$ cat config.mk
export PLATFORM = sky130hd
export DESIGN_NAME = command_buffer
export DESIGN_NICKNAME = d
export VERILOG_FILES = /design/src/rtl/command_buffer.sv
export SDC_FILE = /design/constraint.sdc
export NUM_CORES = 1
export LEC_CHECK = 0
export CELL_PAD_IN_SITES_DETAIL_PLACEMENT = 0
export CELL_PAD_IN_SITES_GLOBAL_PLACEMENT = 1
export CORE_ASPECT_RATIO = 0.8
export CORE_UTILIZATION = 40
export DETAILED_ROUTE_END_ITERATION = 10
export PLACE_DENSITY_LB_ADDON = 0.1
export SETUP_SLACK_MARGIN = 0.15
export SLEW_MARGIN = 20
export SYNTH_ARGS = -nofsm -noshare
export SYNTH_HDL_FRONTEND = slang
export SYNTH_SLANG_ARGS = --single-unit
$ cat constraint.sdc
create_clock -name clk -period 4.36 [get_ports clk]
set_input_delay 0.872 -clock clk [delete_from_list [all_inputs] [get_ports clk]]
set_output_delay 0.872 -clock clk [all_outputs]
set_load 0.005 [all_outputs]
$ cat src/rtl/command_buffer.sv
// command_buffer: circular command FIFO with RUN/HALT delivery control and sticky error flags.
package command_buffer_pkg;
  typedef struct packed {
    logic [3:0]  cmd;
    logic [13:0] x_value;
    logic [13:0] y_value;
  } command_t;
endpackage

module command_buffer
  import command_buffer_pkg::*;
#(
  parameter int DEPTH = 8
) (
  input  logic                     clk,
  input  logic                     reset,
  input  logic                     wr_valid,
  input  command_t                 wr_command,
  output logic                     wr_ready,
  input  logic                     controller_ready,
  input  logic                     block,
  output command_t                 command_out,
  output logic                     memory_ready,
  input  logic                     resume,
  output logic                     program_done,
  output logic                     overflow,
  output logic                     bad_cmd,
  output logic [$clog2(DEPTH):0]   level
);
  localparam int AW = $clog2(DEPTH);
  localparam logic [3:0] M2 = 4'd6;
  typedef enum logic {RUN, HALT} state_t;
  state_t state, state_next;
  command_t mem [DEPTH];
  command_t head;
  logic [AW-1:0] wp, rp;
  logic empty, wr, is_m2, is_bad, discard, deliver, pop;
  always_comb begin
    head = mem[rp];
    empty = level == '0;
    wr_ready = level != (AW+1)'(DEPTH);
    wr = wr_valid & wr_ready;
    command_out = empty ? '0 : head;
    is_m2 = head.cmd == M2;
    is_bad = head.cmd > 4'd8;
    memory_ready = state == RUN & ~empty & ~is_m2 & ~is_bad;
    deliver = memory_ready & controller_ready & ~block;
    // M2 and undefined codes are consumed internally, never shown to the consumer
    discard = state == RUN & ~empty & (is_m2 | is_bad);
    pop = deliver | discard;
    program_done = state == HALT;
    state_next = state == RUN ? (discard & is_m2 ? HALT : RUN) : (resume ? RUN : HALT);
  end
  always_ff @(posedge clk) begin
    if (reset) begin
      state <= RUN;
      wp <= '0;
      rp <= '0;
      level <= '0;
      overflow <= 1'b0;
      bad_cmd <= 1'b0;
    end else begin
      state <= state_next;
      wp <= wr ? wp + 1'b1 : wp;
      rp <= pop ? rp + 1'b1 : rp;
      level <= level + (AW+1)'(wr) - (AW+1)'(pop);
      overflow <= overflow | (wr_valid & ~wr_ready);
      bad_cmd <= bad_cmd | (discard & is_bad);
    end
  end
  always_ff @(posedge clk)
    if (wr) mem[wp] <= wr_command;
endmodule
Word level (Yosys, flattened, before mapping)
Memory sizes are Yosys's and may differ from the RTL's. A register that Yosys moved wholly into a read port is not among the register bits.
Cells that the tools add are included.
- mux-type cells: 8
- eq/ne operators: 2
- order comparisons: 1
- reduce and logical (&&, ||, !) cells: 1
- bitwise gates (word level): 20
- add/subtract/negate cells: 4
- operators with widths (cell ; number):
    $mux W32 ; 1
    $and A1 B1 Y1 ; 10
    $add A3 B1 Y3 const B ; 2
    $mux W3 ; 2
    $not A1 Y1 ; 6
    $mux W1 ; 5
    $add A4 B1 Y4 ; 1
    $eq A4 B3 Y1 const B ; 1
    $gt A4 B4 Y1 const B ; 1
    $logic_not A4 Y1 ; 1
    $ne A4 B4 Y1 const B ; 1
    $or A1 B1 Y1 ; 4
    $sub A4 B1 Y4 ; 1
- word-level logic and storage cells: 43
- RAM bits: 256
- memories kept: 1
- register bits: 13
- memory list (name ; words ; width ; read ports ; clocked after Yosys merged registers in ; wr ports ; RTL line ; text):
    mem ; 8 ; 32 ; 1 ; 1 ; 1 ; 34 ; command_t mem [DEPTH];

Logic depth before layout (Yosys ltp)
- depth after elaboration: 10
- mapped depth: 13

Least setup slack after synthesis
Ideal clock, no wire load.
- path type: input to register
- start: in wr_valid
- end: mem mem[0][0] (netlist name) (enable)
- arrival time: 3488 ps
- setup slack: 411 ps
- setup time: 461 ps
- required time: 3899 ps
- stages on the path: 3
- buffers on the path: 0
- path through: nor2b_1 nand2b_1 nor3_1
- longest elaborated chain between the ends: 3
- ends and longest elaborated chain (what ; RTL line ; text):
    start: declaration ; 17 ; input logic wr_valid,
    $and A1 B1 Y1 ; 42 ; wr = wr_valid & wr_ready;
    $mux W1 ; 72 ; if (wr) mem[wp] <= wr_command;
    $mux W1 (not written as such) ; 72 ;
    end: declaration ; 34 ;
No other way between the ends.

==> key figures <==
STA
  • Final min period: 3.95 ns
  • Fin Hold WS: 0.472 ns
  • Final Hold Viols: 0
  • Relative slew slack: 0.563
  • Worst Tran Pin Value: 0.655 ns
  • Setup TNS Final: 0 ns
  • Final clock skew: 0.0186 ns
  • Unrepaired setup endpoints after global routing: no
  • Final period util: 0.906
  • Setup violations, final: 0
  • Achievable Freq: 0.253 GHz
  • Max Slew Vio Count: 0

Outcome
  • Status: complete, no violations

Die
  • Die height: 147 um
  • Die ar.: 0.0271 mm2
  • Core Box Area: 0.0256 mm2
  • I/O pins: 79
  • Rows: 52
  • Die Wd: 184 um
  • Initial Utilization: 0.413

Critical path
  • Critical Path RT: 3.49 ns
  • Worst-path cell chain: mux4_2, mux2i_1, a21oi_1, nor2_1, o21ba_2, clkdlybuf4s50_1
  • CP arrival: 3.08 ns
  • Crit-path max FO: 27
  • Critical path buffers and inverters: 1
  • Crit path max-delay family: multiplexers
  • Setup Crit Path Kind: flop to output pin
  • CP Capture Type: output pin
  • CP Launch Type: flop
  • CP max-delay cell: dfxtp_4
  • Worst path max stage delay: 0.65 ns

Place
  • GPL Wtd Cong: 0.734
  • Detail Placement HPWL: 11900 um
  • PortBufs: 78

Logic synthesis
  • Avg Cell Area, Syn: 20.8 um2
  • Synthesis warning total: 0
  • Library cells used by synthesis: 36
  • Synth Cell Area: 0.0106 mm2
  • Post-Synth Adder-Cell Area: 0.0114
  • Simple-gate portion of the synthesized area: 0.0324
  • Post-synthesis async set-or-reset flop share: 0
  • Post-synthesis compound-gate area fraction: 0.0121
  • Number of flops mapped to enable cells by yosys: 256
  • Post-synthesis xor/xnor area fraction: 0.00248
  • Seq/Total Area, Yosys: 0.757
  • Post-Synthesis Cells: 508
  • Main combinational cell family by area after synthesis: multiplexers
  • Dominant synthesized flop cell: edfxtp_1
  • Synthesized Nets: 555
  • Mux cell area share after synthesis: 0.172
  • Yosys reg bits: 272

Worst hold path
  • Min-delay worst type: flop to flop

Job
  • MaxCap Viol Count: 0

Global route
  • Largest net degree at the start of global routing: 38
  • First-pass GRT wire length: 32600 um
  • Overall Global Routing Usage: 0.162
  • Initial antenna violation count: 0
  • GRT Residual Overflow: 0
  • Vias in the first global route: 5529

Route
  • DR vias/cell: 5.11
  • Routed Antenna Nets: 0
  • Initial DRC count: 301
  • Drt first pass iters: 4
  • Final wirelength: 21000 um
  • Total vias in the final route: 5006
  • Routed WL per cell: 21.5 um
  • Drt drc: 0

Cells and area
  • Ant. Diodes: 0
  • Commonest non-fill, non-tap cells in the layout: 256 x edfxtp_1, 78 x clkdlybuf4s50_1, 64 x mux4_2, 42 x nor2_1, 31 x mux2i_1
  • Share of post-route cells with drive strength above 1: 0.218
  • Area Growth Syn to Fin: 20.3%
  • Nets@finish: 655
  • Commonest non-fill, non-tap cell in the layout: edfxtp_1

CTS
  • CTS tree: done
  • CTS HTree Levels: 1
  • CTS Sinks: 272
  • Postcts setup bufs: 0
  • Post-CTS sizing: 0
  • Cts hold-fix bufs: 0
  • Maximum root-to-sink buffer count: 3
  • Clock transition at path regs: 0.06 ns
  • Clock Root Buffer: clkbuf_16
  • Later-pin clock latency in the skew report: 0.53 ns
  • CTS buffer count: 27

Pwr
  • Power per cell area: 555 mW/mm2
  • Leak: 3.94 nW
  • Peak VDD IR: 0.370 mV
==> power by group <==
group	total, mW	internal, mW	switching (mW)
combinational	1.82	1.01	0.809
sequential	3.16	3.02	0.138
clock	2.09	1.17	0.912
==> cell usage after synthesis (3+ instances only) <==
master | count | area [um2]
edfxtp_1 | 256 | 7690
nand2_1 | 6 | 22.5
nand2b_1 | 5 | 31.3
nor2_1 | 48 | 180
mux4_2 | 64 | 1440
buf_2 | 5 | 25.0
inv_1 | 8 | 30.0
mux2_2 | 3 | 33.8
dfxtp_1 | 16 | 320
mux2i_1 | 31 | 310
nor2b_1 | 4 | 25.0
buf_1 | 4 | 15.0
a21oi_1 | 10 | 50.1
nand4_1 | 3 | 18.8
nor3_1 | 3 | 15.0
ha_1 | 8 | 100
clkbuf_1 | 11 | 41.3
==> registers in the layout, summed over array words and instances (netlist names), named ones only <==
register      count
overflow          1
program_done      1
rp                3
level             4
bad_cmd           1
mem             256
wp                3
==> path summary, 6_finish.rpt <==
path / start / endpoint / slack, ns / depth (start not counted)
worst max-delay path: flop / memory_ready / 0.41 / 6
worst min-delay path: overflow / overflow / 0.47 / 2
worst max register to register: flop / level[3] / 1.00 / 11
worst min register to register: overflow / overflow / 0.47 / 2
==> per-stage QoR <==
stage,util,total power [mW],cell area [um2],worst slack (ns),instances
after floorplan,-,4.23,10600,0.411,508
after global placement,0.465,5.06,11900,0.992,930
after detailed placement,0.465,5.07,11900,0.904,930
after CTS,0.496,7.18,12700,0.383,979
after global routing,0.496,7.43,12700,0.255,979
final,0.496,7.06,12700,0.410,979
==> layout make-up <==
type	instances	area (um2)
clock buffer	38	737
clock inverter	11	56.3
fill	2131	12900
inverter	8	30.0
multi-input combinational	206	2500
sequential	272	8020
tap	351	439
timing repair buffer	93	943
==> worst register-to-register path: stages (launching register included) <==
cell and delay, ns:
dfxtp_4 0.68, mux4_2 0.60, mux2i_4 0.32, a211oi_2 0.16
nor3_1 0.34, ha_1 0.26, inv_1 0.05, ha_1 0.26
a21o_1 0.18, a21oi_1 0.21, xnor2_1 0.14, nor2_1 0.05
==> cells by family after synthesis <==
family,count (synthesis)
flip-flops,272
multiplexers,100
AND/OR/NAND/NOR,75
buffers and inverters,30
AO/OA/AOI/OAI,19
adder cells (fa/ha/maj),9
XOR/XNOR,3
==> routing by layer <==
metal,GRT usage,up-vias,part of all wire
met5,0,-,0
met4,0.0408,0,0.022
met3,0.0269,34,0.036
met2,0.269,98,0.49
met1,0.224,2603,0.45
li1,-,2271,-
(Power assumes the default switching activity.)
